[config.mk]
export PLATFORM = sky130hd
export DESIGN_NAME = uart_cmd_receiver
export DESIGN_NICKNAME = d
export VERILOG_FILES = /design/src/rtl/uart_cmd_receiver.sv
export SDC_FILE = /design/constraint.sdc
export NUM_CORES = 1
export LEC_CHECK = 0
export ABC_AREA = 1
export BUFFER_PORTS_ARGS = -buffer_cell sky130_fd_sc_hd__buf_4
export CAP_MARGIN = 20
export CORE_MARGIN = 3
export CORE_UTILIZATION = 64
export CTS_CLUSTER_SIZE = 14
export DETAILED_ROUTE_END_ITERATION = 8
export PLACE_DENSITY = 0.87
export SYNTH_ARGS = -nofsm -noshare
export SYNTH_HDL_FRONTEND = slang
export SYNTH_SLANG_ARGS = --single-unit
[constraint.sdc]
create_clock -name clk -period 3.85 [get_ports clk]
set_input_delay 1.155 -clock clk [delete_from_list [all_inputs] [get_ports clk]]
set_output_delay 1.155 -clock clk [all_outputs]
set_load 0.02 [all_outputs]
[src/rtl/uart_cmd_receiver.sv]
// uart_cmd_receiver: UART endpoint assembling 16-bit commands from RX and sending 8-bit responses on TX
module uart_cmd_receiver #(
    parameter int BAUD_DIV    = 434,
    parameter int TIMEOUT_CYC = 50000
) (
    input  logic        clk,
    input  logic        rst,
    input  logic        RX,
    output logic        TX,
    output logic [15:0] cmd,
    output logic        cmd_rdy,
    input  logic        clr_cmd_rdy,
    input  logic [7:0]  resp,
    input  logic        send_resp,
    output logic        tx_busy,
    output logic        resp_sent,
    output logic        frm_err,
    output logic        cmd_ovr
);
    localparam int CW = 12;
    localparam int TW = $clog2(TIMEOUT_CYC + 1);
    localparam logic [1:0] R_IDLE  = 2'd0;
    localparam logic [1:0] R_START = 2'd1;
    localparam logic [1:0] R_DATA  = 2'd2;
    localparam logic [1:0] R_STOP  = 2'd3;
    localparam logic A_HI    = 1'b0;
    localparam logic A_LO    = 1'b1;
    localparam logic T_IDLE  = 1'b0;
    localparam logic T_SHIFT = 1'b1;

    logic          rx_s1_q, rx_s2_q;
    logic [1:0]    r_q, r_d;
    logic [CW-1:0] rc_q, rc_d;
    logic [2:0]    rb_q, rb_d;
    logic [7:0]    rsh_q, rsh_d;
    logic          r_exp, byte_vld, stop_err;
    logic          a_q, a_d;
    logic [7:0]    hi_q, hi_d;
    logic [TW-1:0] to_q, to_d;
    logic [15:0]   cmd_q, cmd_d;
    logic          rdy_q, rdy_d, ovr_q, ovr_d, frm_q, done;
    logic          t_q, t_d, sent_q, sent_d;
    logic [9:0]    tsh_q, tsh_d;
    logic [CW-1:0] tc_q, tc_d;
    logic [3:0]    tn_q, tn_d;

    assign r_exp    = rc_q == CW'(1);
    assign byte_vld = r_q == R_STOP && r_exp && rx_s2_q;
    assign stop_err = r_q == R_STOP && r_exp && !rx_s2_q;

    assign TX        = tsh_q[0];
    assign cmd       = cmd_q;
    assign cmd_rdy   = rdy_q;
    assign tx_busy   = t_q;
    assign resp_sent = sent_q;
    assign frm_err   = frm_q;
    assign cmd_ovr   = ovr_q;

    // Two-flop synchronizer for the asynchronous RX line; idles high
    always_ff @(posedge clk) begin
        if (rst) begin
            rx_s1_q <= 1'b1;
            rx_s2_q <= 1'b1;
        end else begin
            rx_s1_q <= RX;
            rx_s2_q <= rx_s1_q;
        end
    end

    // Receiver next state: half-bit wait to mid start bit, then one sample per bit period
    always_comb begin
        r_d   = r_q;
        rc_d  = rc_q - CW'(1);
        rb_d  = rb_q;
        rsh_d = rsh_q;
        case (r_q)
            R_IDLE: begin
                rc_d = CW'(BAUD_DIV / 2);
                if (!rx_s2_q) r_d = R_START;
            end
            R_START: if (r_exp) begin
                rc_d = CW'(BAUD_DIV);
                rb_d = 3'd0;
                r_d  = rx_s2_q ? R_IDLE : R_DATA;
            end
            R_DATA: if (r_exp) begin
                rc_d  = CW'(BAUD_DIV);
                rsh_d = {rx_s2_q, rsh_q[7:1]};
                rb_d  = rb_q + 3'd1;
                if (rb_q == 3'd7) r_d = R_STOP;
            end
            default: if (r_exp) r_d = R_IDLE;
        endcase
    end

    // Assembler next state: high byte then low byte, abandoned on timeout or framing error
    always_comb begin
        a_d   = a_q;
        hi_d  = hi_q;
        to_d  = a_q == A_LO ? to_q + TW'(1) : '0;
        cmd_d = cmd_q;
        done  = 1'b0;
        if (a_q == A_HI) begin
            if (byte_vld) begin
                hi_d = rsh_q;
                a_d  = A_LO;
            end
        end else if (byte_vld) begin
            cmd_d = {hi_q, rsh_q};
            done  = 1'b1;
            a_d   = A_HI;
        end else if (stop_err || to_q == TW'(TIMEOUT_CYC)) begin
            a_d = A_HI;
        end
        rdy_d = done | (rdy_q & ~clr_cmd_rdy);
        ovr_d = done & rdy_q;
    end

    // Transmitter next state: 10-bit frame shifted LSB first, refilled with idle-high ones
    always_comb begin
        t_d    = t_q;
        tsh_d  = tsh_q;
        tc_d   = tc_q - CW'(1);
        tn_d   = tn_q;
        sent_d = 1'b0;
        if (t_q == T_IDLE) begin
            tc_d = CW'(BAUD_DIV);
            tn_d = 4'd0;
            if (send_resp) begin
                t_d   = T_SHIFT;
                tsh_d = {1'b1, resp, 1'b0};
            end
        end else if (tc_q == CW'(1)) begin
            tc_d  = CW'(BAUD_DIV);
            tsh_d = {1'b1, tsh_q[9:1]};
            tn_d  = tn_q + 4'd1;
            if (tn_q == 4'd9) begin
                t_d    = T_IDLE;
                sent_d = 1'b1;
            end
        end
    end

    // State registers for receiver, assembler and transmitter
    always_ff @(posedge clk) begin
        if (rst) begin
            r_q    <= R_IDLE;
            rc_q   <= '0;
            rb_q   <= '0;
            rsh_q  <= '0;
            a_q    <= A_HI;
            hi_q   <= '0;
            to_q   <= '0;
            cmd_q  <= '0;
            rdy_q  <= 1'b0;
            ovr_q  <= 1'b0;
            frm_q  <= 1'b0;
            t_q    <= T_IDLE;
            tsh_q  <= '1;
            tc_q   <= '0;
            tn_q   <= '0;
            sent_q <= 1'b0;
        end else begin
            r_q    <= r_d;
            rc_q   <= rc_d;
            rb_q   <= rb_d;
            rsh_q  <= rsh_d;
            a_q    <= a_d;
            hi_q   <= hi_d;
            to_q   <= to_d;
            cmd_q  <= cmd_d;
            rdy_q  <= rdy_d;
            ovr_q  <= ovr_d;
            frm_q  <= stop_err;
            t_q    <= t_d;
            tsh_q  <= tsh_d;
            tc_q   <= tc_d;
            tn_q   <= tn_d;
            sent_q <= sent_d;
        end
    end
endmodule

==> results summary <==
The first global-routing pass estimated between 15,000 and 20,000 um of wire. Dividing the detail-routed via count by the number of cells gives a little over 5. 35 I/O pins were placed. Among all flip-flop cells after synthesis, the most frequent one is sky130_fd_sc_hd__dfxtp_1.

Relative to the synthesized area, the layout overhead comes to 11.09%. The clock transition at the registers of the reported paths came out at between 0.1 and 0.15 ns. The count of clock tree sinks came out at 98. For the worst setup path, the data required time is roughly 2.7 ns.

In the layout the commonest cells are sky130_fd_sc_hd__nand2_1, sky130_fd_sc_hd__nor2_1, sky130_fd_sc_hd__dfxtp_1. The net count of the finished layout is 703. The leakage power is 2.351 nW.

The x dimension of the die came out at 90.07 um. Setup violations remaining at the end of the flow were counted as 0. 0 antenna diodes ended up in the layout. The largest net degree at the start of global routing came out at 35.

In this run the core area contains 30 standard-cell rows. The number of cell instances on the worst register-to-register path came out at 8. The number of distinct library cell variants in the gate-level netlist after synthesis came out at 34. The number of DRC markers after the initial detailed-route iteration came out at 170. In this run the worst hold path is classified as reg -> reg. In this run the most critical hold path is launched from rx_s1_q.

The height of the die came out at around 90 um. The sum of buffers and inverters on the critical path is 1. For hold timing, the worst endpoint is rx_s2_q. The cell count after synthesis came out at around 640. The placed wire-length estimate is around 6500 um. The number of warning messages in the yosys log is 0. For this configuration, the core starts out at a cell density of 0.6621. Of the synthesized area, sequential elements account for 0.4337.

The data arrival time of the critical path is between 1 and 1.5 ns. The placed instances occupy a cell area of slightly below 5000 um2. The slack of the critical path is 1.493 ns.

The cell with the largest stage delay on the worst path is sky130_fd_sc_hd__dfxtp_1. In the finished design, the share of the clock period the worst path needs comes to 0.6123. In this run the standard cell core region covers just under 7000 um2.

The aggregate negative setup slack is 0 ns. For the pin with the worst max-slew slack, the measured transition is ~0.65 ns. The biggest area contributor in the post-synthesis netlist is sky130_fd_sc_hd__dfxtp_1. After detailed routing, the number of remaining DRC violations is 0. The biggest cell delay along the critical path is slightly above 0.6 ns. In this design, the largest share of critical-path delay is due to flip-flops. Once the clock tree was built, the setup fixing pass inserted 0 buffers. The flip-flop and latch count after synthesis is 98. Wires add up to around 9000 um. The detail route stage leaves a number of antenna-violating nets equal to 0. The run finished with clean final reports. For this run, the total global-route usage over all layers was measured as 0.2296. Setup repair after global routing left no endpoint under its margin.

The library cell used most frequently in the layout, excluding fill and tap cells, is sky130_fd_sc_hd__nand2_1. The total die area came out at approximately 8000 um2. The peak supply drop came out at roughly 0.27 mV. The average cell area after synthesis is approximately 7 um2.

By startpoint and endpoint, the worst setup path is classified as reg -> out. Derived from the worst setup path, the maximum achievable clock frequency is between 400 and 500 MHz. The final number of hold-violating endpoints is 0. The share of synthesized area in the top cell type comes to 0.4337. The synthesized netlist net count is 670. The TritonCTS buffer count is 9.

The clock arrives with ~0.012 ns of skew. The layout filler cell count is 541. The worst register-to-register path begins at rc_q[0].

The remaining max-slew budget at the tightest pin is 0.5682. The async set-or-reset flop fraction in the synthesized netlist came out at 0. The initial antenna violation count came to 0. The cell depth of the worst min-delay path is 1. Global routing finished with a remaining overflow of 0. The power per standard cell area came out at 422.6 nW/um2.

By area the synthesized netlist is led by sky130_fd_sc_hd__dfxtp_1, sky130_fd_sc_hd__nand2_1, sky130_fd_sc_hd__nor2_1. The number of vias after detailed routing came out at between 3k and 4k. The level count of the clock H-tree came out at 3. The number of enable flip-flop cells after synthesis is 0. In this run, post-CTS hold repair placed 0 buffers. The post-cts resize count came out at 0. The final non-filler cell area is roughly 5000 um2. The count of buffers inserted at the top-level ports is 34. The placer congestion estimate is slightly below 0.9. The tool flagged a number of max-cap violations equal to 0. TritonCTS built the clock tree. The via count of the first global-routing pass came out at around 3.6k. The startpoint class of the critical path is a flop. The number of buffers between clock root and the deepest sink is 2. The post-placement worst setup slack came out at approximately 1.3 ns.

The fraction of final layout cells sized beyond drive strength 1 is 0.1088. The maximum fanout along the worst path is 12. The routed wirelength normalized by instance count is approximately 12 um. STA classifies the critical path endpoint as a primary output.

Walking the worst path, the cells encountered are buf_4. The tree is rooted in a sky130_fd_sc_hd__clkbuf_8. The endpoint of the worst-slack reg-to-reg timing path is cmd[5]. The pre-antenna-repair detailed-routing pass consisted of 6 iterations. The number of slew-limit violations in the final report is 0. The internal reg-to-reg setup slack came out at around 1.9 ns. The clock latency on the worst-skew pair is 0.37 ns.

After layout, the minimum clock period comes to 2.357 ns. The combined area of all synthesized cells is roughly 4500 um2. The total power after layout came out at between 2 and 2.5 mW.
## kinds of logic after synthesis
| kind of cell | Yosys count | share of synthesized area |
|---|---|---|
| fa+ha+maj | 15 | 0.04149 |
| compound gates | 65 | 0.07552 |
| buf+inv | 100 | 0.08880 |
| xor+xnor | 11 | 0.02130 |
| simple gates | 353 | 0.3391 |
| flops | 98 | 0.4337 |
## report_power, final
group | internal [mW] | switching, mW
Combinational | 0.132 | 0.237
Sequential | 1.06 | 0.0488
Clock | 0.253 | 0.392
Total | 1.45 | 0.678
## synth_stat cells, types with 2 or more instances
cell                       number
sky130_fd_sc_hd__nor2_1       123
sky130_fd_sc_hd__clkbuf_1       9
sky130_fd_sc_hd__nand3_1       45
sky130_fd_sc_hd__a31oi_1        3
sky130_fd_sc_hd__nand2_2        2
sky130_fd_sc_hd__nor2_2         2
sky130_fd_sc_hd__o21ai_1       18
sky130_fd_sc_hd__xor2_1         8
sky130_fd_sc_hd__ha_1          15
sky130_fd_sc_hd__dfxtp_1       98
sky130_fd_sc_hd__nor3_1         7
sky130_fd_sc_hd__nand2_1      150
sky130_fd_sc_hd__a21oi_1       27
sky130_fd_sc_hd__inv_1         78
sky130_fd_sc_hd__nand4_1       10
sky130_fd_sc_hd__nand3_2        3
sky130_fd_sc_hd__nand4_4        2
sky130_fd_sc_hd__inv_2          8
sky130_fd_sc_hd__o21ai_0       12
sky130_fd_sc_hd__or2_2          3
sky130_fd_sc_hd__xnor2_1        3
sky130_fd_sc_hd__o31ai_1        2
sky130_fd_sc_hd__buf_6          3
## worst max path at each step
stage / cells after the start / slack [ns] / end / startpoint
global placement: 5 / 1.35 / cmd_rdy / rst
finish: 1 / 1.49 / tx_busy / tx_busy
CTS: 1 / 1.49 / tx_busy / tx_busy
global route: 1 / 1.42 / tx_busy / tx_busy
detailed placement: 6 / 1.25 / rc_q[0] / rst
floorplan: 4 / 1.81 / tsh_q[8] / rst
## sequential cells by signal (all words and copies together) (netlist names), 2 cells and up
register	cells
cmd	16
to_q	16
rc_q	12
tc_q	12
tsh_q	9
hi_q	8
rsh_q	8
tn_q	4
rb_q	3
r_q	2
## cell type report
type,instances,area (um2),share of cell area
inverters,87,326.6,0.06499
repair buffers,35,262.8,0.05229
clock inverters,7,70.07,0.01394
clock buffers,9,123.9,0.02465
flip-flops and latches,98,1962,0.3904
well taps,96,120.1,0.02390
multi-input cells,444,2160,0.4298
## worst register-to-register path, cell delays in order (launching register included)
cell                      delay (ns)
sky130_fd_sc_hd__dfxtp_1        0.39
sky130_fd_sc_hd__ha_1           0.19
sky130_fd_sc_hd__inv_1          0.04
sky130_fd_sc_hd__nor2_1         0.11
sky130_fd_sc_hd__nand3_2        0.13
sky130_fd_sc_hd__nor2_8         0.19
sky130_fd_sc_hd__nand4_4        0.39
sky130_fd_sc_hd__nor2_1         0.34
sky130_fd_sc_hd__nor2_1         0.07
## per-layer routing
| layer | track usage | vias up | part of all wire |
|---|---|---|---|
| met3 | 0.03849 | 18 | 0.045 |
| met1 | 0.2784 | 1779 | 0.45 |
| met5 | 0 | - | 0 |
| met4 | 0.09694 | 0 | 0.017 |
| met2 | 0.4014 | 107 | 0.49 |
| li1 | - | 2084 | - |
## metrics by stage
stage | cells | util | hold slack, ns
floorplan | 642 | - | 0.3895
global placement | 760 | 0.7071 | 0.3992
detailed placement | 760 | 0.7071 | 0.4053
CTS | 776 | 0.7355 | 0.4378
global route | 776 | 0.7355 | 0.4661
finish | 776 | 0.7355 | 0.4366
Power figures use the tool's default switching activity.
